$ cat src/rtl/pauli_frame_tracker_if.sv
// ----------------------------------------------------------------------------
// pauli_frame_tracker_if
//   Bundles the decoder-facing correction inputs and the frame/readout outputs
//   of pauli_frame_tracker.
//
//   master : the upstream decoder / host side (drives corrections and
//            readout requests, observes frame, statistics and serial stream)
//   slave  : the tracker itself
//
//   Signals
//     correction [NQ]      one-hot correction, bit i = data qubit i
//     axis       [2]       00 idle, 01 X, 10 Y, 11 Z
//     clear                synchronous frame/statistics clear pulse
//     rd_start             request a serial snapshot readout
//     frame_x/frame_z[NQ]  current Pauli frame
//     sout/sout_valid/sout_last/rd_busy   serial readout
//     corr_count [COUNT_W] saturating count of applied nonzero corrections
//     multi_err            sticky multi-bit-correction flag
// ----------------------------------------------------------------------------
interface pauli_frame_tracker_if #(
    parameter int NQ      = 5,
    parameter int COUNT_W = 8
);
    logic [NQ-1:0]      correction;
    logic [1:0]         axis;
    logic               clear;
    logic               rd_start;
    logic [NQ-1:0]      frame_x;
    logic [NQ-1:0]      frame_z;
    logic               sout;
    logic               sout_valid;
    logic               sout_last;
    logic               rd_busy;
    logic [COUNT_W-1:0] corr_count;
    logic               multi_err;

    modport master (
        output correction, axis, clear, rd_start,
        input  frame_x, frame_z, sout, sout_valid, sout_last, rd_busy,
               corr_count, multi_err
    );

    modport slave (
        input  correction, axis, clear, rd_start,
        output frame_x, frame_z, sout, sout_valid, sout_last, rd_busy,
               corr_count, multi_err
    );
endinterface

$ cat src/rtl/pauli_frame_tracker.sv
// ----------------------------------------------------------------------------
// pauli_frame_tracker
//   Accumulates decoder corrections into a Pauli frame (one X and one Z bit
//   per data qubit) instead of applying them physically. The frame is exposed
//   in parallel and through a serial snapshot readout, together with a
//   saturating count of applied corrections and a sticky flag for
//   non-one-hot corrections.
//
//   Ports
//     CLK   clock
//     RST   synchronous, active-high reset
//     bus   pauli_frame_tracker_if.slave (see interface header)
//
//   Serial readout: bit order frame_x[0..NQ-1], then frame_z[0..NQ-1].
//
//   Optional feature
//     FRAME_PARITY_EN : append an even-parity bit (XOR of the snapshot) as
//                       the final serial bit; sout_last moves onto it.
// ----------------------------------------------------------------------------
module pauli_frame_tracker #(
    parameter int NQ      = 5,
    parameter int COUNT_W = 8
) (
    input  logic                  CLK,
    input  logic                  RST,
    pauli_frame_tracker_if.slave  bus
);

`ifdef FRAME_PARITY_EN
    localparam int LEN = 2*NQ + 1;
`else
    localparam int LEN = 2*NQ;
`endif
    localparam int CW = $clog2(LEN + 1);

    localparam logic [1:0] AX_IDLE = 2'b00;
    localparam logic [1:0] AX_X    = 2'b01;
    localparam logic [1:0] AX_Y    = 2'b10;
    localparam logic [1:0] AX_Z    = 2'b11;

    typedef enum logic {IDLE, SHIFT} state_t;

    state_t             state;
    logic [NQ-1:0]      frame_x, frame_z;
    logic [COUNT_W-1:0] corr_count;
    logic               multi_err;
    logic [LEN-1:0]     snap;
    logic [LEN-1:0]     snap_next;
    logic [CW-1:0]      bit_cnt;
    logic               sout, sout_valid, sout_last, rd_busy;

    logic               active;
    logic               nonzero;
    logic               multi;

    // NOTE: every always_comb output gets a default first, so no path can
    // leave a signal unassigned and infer a latch.
    always_comb begin
        active  = 1'b0;
        nonzero = 1'b0;
        multi   = 1'b0;
        active  = (bus.axis != AX_IDLE);
        nonzero = |bus.correction;
        // c & (c-1) clears the lowest set bit; anything left means >= 2 bits.
        multi   = |(bus.correction & (bus.correction - NQ'(1)));
    end

    // Snapshot taken from register values before the capturing edge, so a
    // same-edge frame update never appears in the stream.
    always_comb begin
        snap_next = '0;
`ifdef FRAME_PARITY_EN
        snap_next = {^{frame_z, frame_x}, frame_z, frame_x};
`else
        snap_next = {frame_z, frame_x};
`endif
    end

    // NOTE: sequential state uses non-blocking assignments so every register
    // samples pre-edge values regardless of statement order.
    always_ff @(posedge CLK) begin
        if (RST) begin
            frame_x    <= '0;
            frame_z    <= '0;
            corr_count <= '0;
            multi_err  <= 1'b0;
        end else if (bus.clear) begin
            // Clear wins; any same-cycle correction is discarded.
            frame_x    <= '0;
            frame_z    <= '0;
            corr_count <= '0;
            multi_err  <= 1'b0;
        end else begin
            if (bus.axis == AX_X || bus.axis == AX_Y)
                frame_x <= frame_x ^ bus.correction;
            if (bus.axis == AX_Z || bus.axis == AX_Y)
                frame_z <= frame_z ^ bus.correction;
            if (active && nonzero && (corr_count != '1))
                corr_count <= corr_count + COUNT_W'(1);
            if (active && multi)
                multi_err <= 1'b1;
        end
    end

    // Readout FSM. The first bit is driven on the capturing edge, so the
    // shift register holds only the bits still to come.
    always_ff @(posedge CLK) begin
        if (RST) begin
            state      <= IDLE;
            snap       <= '0;
            bit_cnt    <= '0;
            sout       <= 1'b0;
            sout_valid <= 1'b0;
            sout_last  <= 1'b0;
            rd_busy    <= 1'b0;
        end else begin
            case (state)
                IDLE: begin
                    if (bus.rd_start) begin
                        state      <= SHIFT;
                        snap       <= snap_next >> 1;
                        sout       <= snap_next[0];
                        sout_valid <= 1'b1;
                        sout_last  <= 1'b0;
                        rd_busy    <= 1'b1;
                        bit_cnt    <= CW'(1);
                    end
                end
                SHIFT: begin
                    if (bit_cnt == CW'(LEN)) begin
                        state      <= IDLE;
                        sout       <= 1'b0;
                        sout_valid <= 1'b0;
                        sout_last  <= 1'b0;
                        rd_busy    <= 1'b0;
                        bit_cnt    <= '0;
                    end else begin
                        sout      <= snap[0];
                        snap      <= snap >> 1;
                        bit_cnt   <= bit_cnt + CW'(1);
                        sout_last <= (bit_cnt == CW'(LEN - 1));
                    end
                end
                default: state <= IDLE;
            endcase
        end
    end

    assign bus.frame_x    = frame_x;
    assign bus.frame_z    = frame_z;
    assign bus.corr_count = corr_count;
    assign bus.multi_err  = multi_err;
    assign bus.sout       = sout;
    assign bus.sout_valid = sout_valid;
    assign bus.sout_last  = sout_last;
    assign bus.rd_busy    = rd_busy;

endmodule
$ cat src/flat_wrapper.sv
// flat-port wrapper written by rule: the top's interface ports become plain ports
module pauli_frame_tracker_flat 
#(
    parameter int NQ      = 5,
    parameter int COUNT_W = 8
)
  (CLK, RST, bus_correction, bus_axis, bus_clear, bus_rd_start, bus_frame_x, bus_frame_z, bus_sout, bus_sout_valid, bus_sout_last, bus_rd_busy, bus_corr_count, bus_multi_err);
  pauli_frame_tracker_if #(.NQ(NQ), .COUNT_W(COUNT_W)) bus_i ();
  input  logic CLK;
  input  logic RST;
  input wire logic [$bits(bus_i.correction)-1:0] bus_correction;
  input wire logic [$bits(bus_i.axis)-1:0] bus_axis;
  input wire logic [$bits(bus_i.clear)-1:0] bus_clear;
  input wire logic [$bits(bus_i.rd_start)-1:0] bus_rd_start;
  output wire logic [$bits(bus_i.frame_x)-1:0] bus_frame_x;
  output wire logic [$bits(bus_i.frame_z)-1:0] bus_frame_z;
  output wire logic [$bits(bus_i.sout)-1:0] bus_sout;
  output wire logic [$bits(bus_i.sout_valid)-1:0] bus_sout_valid;
  output wire logic [$bits(bus_i.sout_last)-1:0] bus_sout_last;
  output wire logic [$bits(bus_i.rd_busy)-1:0] bus_rd_busy;
  output wire logic [$bits(bus_i.corr_count)-1:0] bus_corr_count;
  output wire logic [$bits(bus_i.multi_err)-1:0] bus_multi_err;
  assign bus_i.correction = bus_correction;
  assign bus_i.axis = bus_axis;
  assign bus_i.clear = bus_clear;
  assign bus_i.rd_start = bus_rd_start;
  assign bus_frame_x = bus_i.frame_x;
  assign bus_frame_z = bus_i.frame_z;
  assign bus_sout = bus_i.sout;
  assign bus_sout_valid = bus_i.sout_valid;
  assign bus_sout_last = bus_i.sout_last;
  assign bus_rd_busy = bus_i.rd_busy;
  assign bus_corr_count = bus_i.corr_count;
  assign bus_multi_err = bus_i.multi_err;
  pauli_frame_tracker #(.NQ(NQ), .COUNT_W(COUNT_W)) u_core (.CLK(CLK), .RST(RST), .bus(bus_i));
endmodule
$ cat config.mk
export PLATFORM = sky130hd
export DESIGN_NAME = pauli_frame_tracker_flat
export DESIGN_NICKNAME = d
export VERILOG_FILES = /design/src/rtl/pauli_frame_tracker_if.sv /design/src/rtl/pauli_frame_tracker.sv /design/src/flat_wrapper.sv
export SDC_FILE = /design/constraint.sdc
export NUM_CORES = 1
export LEC_CHECK = 0
export BUFFER_PORTS_ARGS = -buffer_cell sky130_fd_sc_hd__buf_2
export CORE_MARGIN = 4
export CORE_UTILIZATION = 58
export CTS_CLUSTER_DIAMETER = 150
export DETAILED_ROUTE_END_ITERATION = 8
export PLACE_DENSITY = 0.84
export SETUP_SLACK_MARGIN = 0.4
export SLEW_MARGIN = 15
export SYNTH_ARGS = -nofsm -noshare
export SYNTH_HDL_FRONTEND = slang
export SYNTH_SLANG_ARGS = --single-unit
$ cat constraint.sdc
create_clock -name CLK -period 3.9 [get_ports CLK]
set_clock_uncertainty 0.15 [all_clocks]
set_input_delay 0.195 -clock CLK [delete_from_list [all_inputs] [get_ports CLK]]
set_output_delay 0.195 -clock CLK [all_outputs]
set_load 0.005 [all_outputs]
==> results.toml <==
[drt]
wl_met2_mm = 1.68
wl_met1_mm = 1.55
ant_nets = 0
dr_wl_met3_um = 216
drt_pass1_iterations = 4
drc = 0
wl_per_cell_um = 13.8
vias = 1469
drt_iter0_markers = 70
highest_layer = "met4"
vias_per_cell = 5.78
routed_wl_mm = 3.50

[power_and_ir_drop]
p_clk_frac = 0.276
pwr-share-comb = 0.120
intPower_mw = 0.486
switching_share = 0.270
powerDensity_mw_per_mm2 = 354
power_mw = 0.665
p_sw_mw = 0.180
ir_worst_vdd_mv = 0.325
leakage_nw = 0.792
p_seq_frac = 0.604

[worst_setup_path]
crit_buf_inv = 0
slowest_delay_ps = 860
timing.critical_path.cells = "nor2_1 > a31oi_4 > nor2_1 > a211oi_1"
cpMaxStageDelayCell = "dfxtp_1"
crit_arrival_ps = 2240
startpoint_type = "flip-flop"
cp.required_ps = 4020
crit_fanout = 20
crit_path_frequent_cell = "nor2_1"
crit_type = "reg2reg"
critical_path.top_delay_family = "flip-flops"
crit_path_end_kind = "flip-flop"

[floorplanning]
die-area_mm2 = 0.00384
rows = 19
chipHeight_um = 61.9
coreArea_mm2 = 0.00276
initial_core_util = 0.612
io_pins = 34
fp.dieW_um = 61.9

[finish]
antenna_cells = 0
utilization = 0.681
fin_nets = 238
area_growth_syn_to_layout_pct = 11.3
instances_no_fill = 254
drive_above_1_share = 0.193

[global_route]
grt_pass1_vias = 1421
grt_first_pass_wirelength_mm = 6.08
grt.overflow.total = 0
grt_start_max_net_pins = 21
grt_usage = 0.214
antenna_found_initial = 0

[synthesis]
ys_ff_latch = 36
yosysSeqAreaShare = 0.427
synth_top_cell_by_area = "dfxtp_1"
syn_area_mm2 = 0.00169
yosys_warnings = 0
syn_nets = 209
synth_ff_type = "dfxtp_1"
syn-mean-instance-area_um2 = 8.70
synthArstFlopShare = 0
synth.top_cell.area_share = 0.427
synthCells = 194
synth_edf_count = 0
yosysUniqueCellTypes = 39
synthTopCellsByArea = "dfxtp_1 43%, nor2_1 6.2%, mux2i_1 5.9%"

[clock_network]
clk_path_buf_depth = 2
ctsHoldBuffers = 0
cts_setup_buffers = 0
cts.clk_slew.worst_paths_ps = 100
h-tree-depth = 2
cts_resized = 0
cts_inserted_buffers = 5
cts_root_buffer = "clkbuf_4"
cts_tree = "yes"
clkSinkCount = 36
clock_latency_ps = 350

[status]
status = "finished clean"

[placement]
dp.cells = 247
gp_congestion = 0.832
dp_slack_ps = 1800
port_buffers = 33
hpwl_mm = 2.65

[timing]
rsz0062_at_grt = "false"
setup_viol_count_final = 0
final.setup.tns_ps = 0
worst_pin_slew_ps = 805
layout_setup_ws_ps = 1770
period_share = 0.545
report.final.slew_viol_count = 0
hold_viol = 0
max-slew-margin-rel = 0.462
fmax_ghz = 0.470
layout_min_cycle_time_ps = 2130

[flow_run]
maxCapViolations = 0

[worst_hold_path]
hold_class = "in2reg"
-- layout make-up --
cell class              count  area, um^2
clock buffers               6        41.3
fillers                   246         880
flip-flops and latches     36         721
clock inverters             1        5.00
well taps                  31        38.8
multi-input cells         142         888
repair buffers             33         165
inverters                   5        18.8
-- power groups by stage --
stage / registers (mW) / logic (mW) / clock network, mW
after floorplan: 0.401 / 0.0653 / 0
after global placement: 0.409 / 0.0760 / 0
after detailed placement: 0.410 / 0.0805 / 0
after CTS: 0.402 / 0.0809 / 0.190
after global routing: 0.405 / 0.0907 / 0.205
final: 0.402 / 0.0799 / 0.184
-- registers in the layout, summed over array words and instances, names as in the netlist --
signal and count:
u_core.bus.corr_count 8, u_core.bus.sout_valid 1, u_core.snap 9, u_core.bus.frame_x 5, u_core.bus.sout 1, u_core.bit_cnt 4
u_core.bus.frame_z 5, u_core.bus.multi_err 1, u_core.state 1, u_core.bus.sout_last 1
-- cells in the mapped netlist (all sizes together) (2+ instances only) --
library cell  number
clkbuf             5
a211oi            10
xor2              10
dfxtp             36
o21ai             16
mux2i             10
a21oi             12
inv                5
nand3              3
nor2b              4
buf                6
nand2             15
or3                2
nand4              2
nand2b             3
nor2              28
ha                 4
o41ai              2
o311ai             2
nor3               3
-- cells in the final DEF (no fill, tap or decap), drive strengths merged, types with 2 or more instances in the layout --
cell type / netlist / layout
dfxtp: 36 / 36
buf: 6 / 33
nor2: 28 / 28
o21ai: 16 / 16
nand2: 15 / 15
a21oi: 12 / 12
xor2: 10 / 10
mux2i: 10 / 10
a211oi: 10 / 10
clkbuf: 5 / 6
inv: 5 / 5
ha: 4 / 4
nor2b: 4 / 4
nand2b: 3 / 3
nor3: 3 / 3
nand3: 3 / 3
nand4: 2 / 2
or3: 2 / 2
o311ai: 2 / 2
o41ai: 2 / 2
-- per-layer routing --
| metal | GRT usage | vias to the layer above |
|---|---|---|
| met1 | 0.253 | 684 |
| met3 | 0.0579 | 9 |
| met2 | 0.354 | 37 |
| met5 | 0 | - |
| li1 | - | 739 |
| met4 | 0.109 | 0 |
-- metrics by stage --
stage / area (um^2) / hold slack [ps]
after global placement: 1830 / 301
after CTS: 1880 / 32.6
after detailed placement: 1830 / 298
final: 1880 / 41.6
after global routing: 1880 / 61.2
after floorplan: 1690 / 256
-- tightest hold or removal path, delay by kind of cell --
family                 cells  cell delay [ps]
buffers and inverters      1               90
AOI/OAI and AO/OA          1              120
and+or+nand+nor            1              100
-- kinds of logic (layout without fill, tap and decap cells) --
logic type	Yosys count	after routing	synth area share
buf+inv	16	45	0.0467
mux	10	10	0.0593
compound gates	50	50	0.193
fa+ha+maj	4	4	0.0297
simple gates	68	68	0.192
xor+xnor	10	10	0.0519
flops	36	36	0.427
-- worst paths after layout --
kind                                          start                                     to  slack, ps  cells after the start
hold / removal                            bus_clear  u_core.bus.corr_count[5]$_SDFFE_PP0P_         40                      3
setup reg to reg            u_core.state$_SDFF_PP0_            u_core.snap[0]$_SDFFE_PP0P_       1770                      4
setup / recovery            u_core.state$_SDFF_PP0_            u_core.snap[0]$_SDFFE_PP0P_       1770                      4
hold reg to reg   u_core.bus.sout_last$_SDFFE_PP0P_      u_core.bus.sout_last$_SDFFE_PP0P_        310                      2
Note: power is estimated with default switching activity, not from simulation.
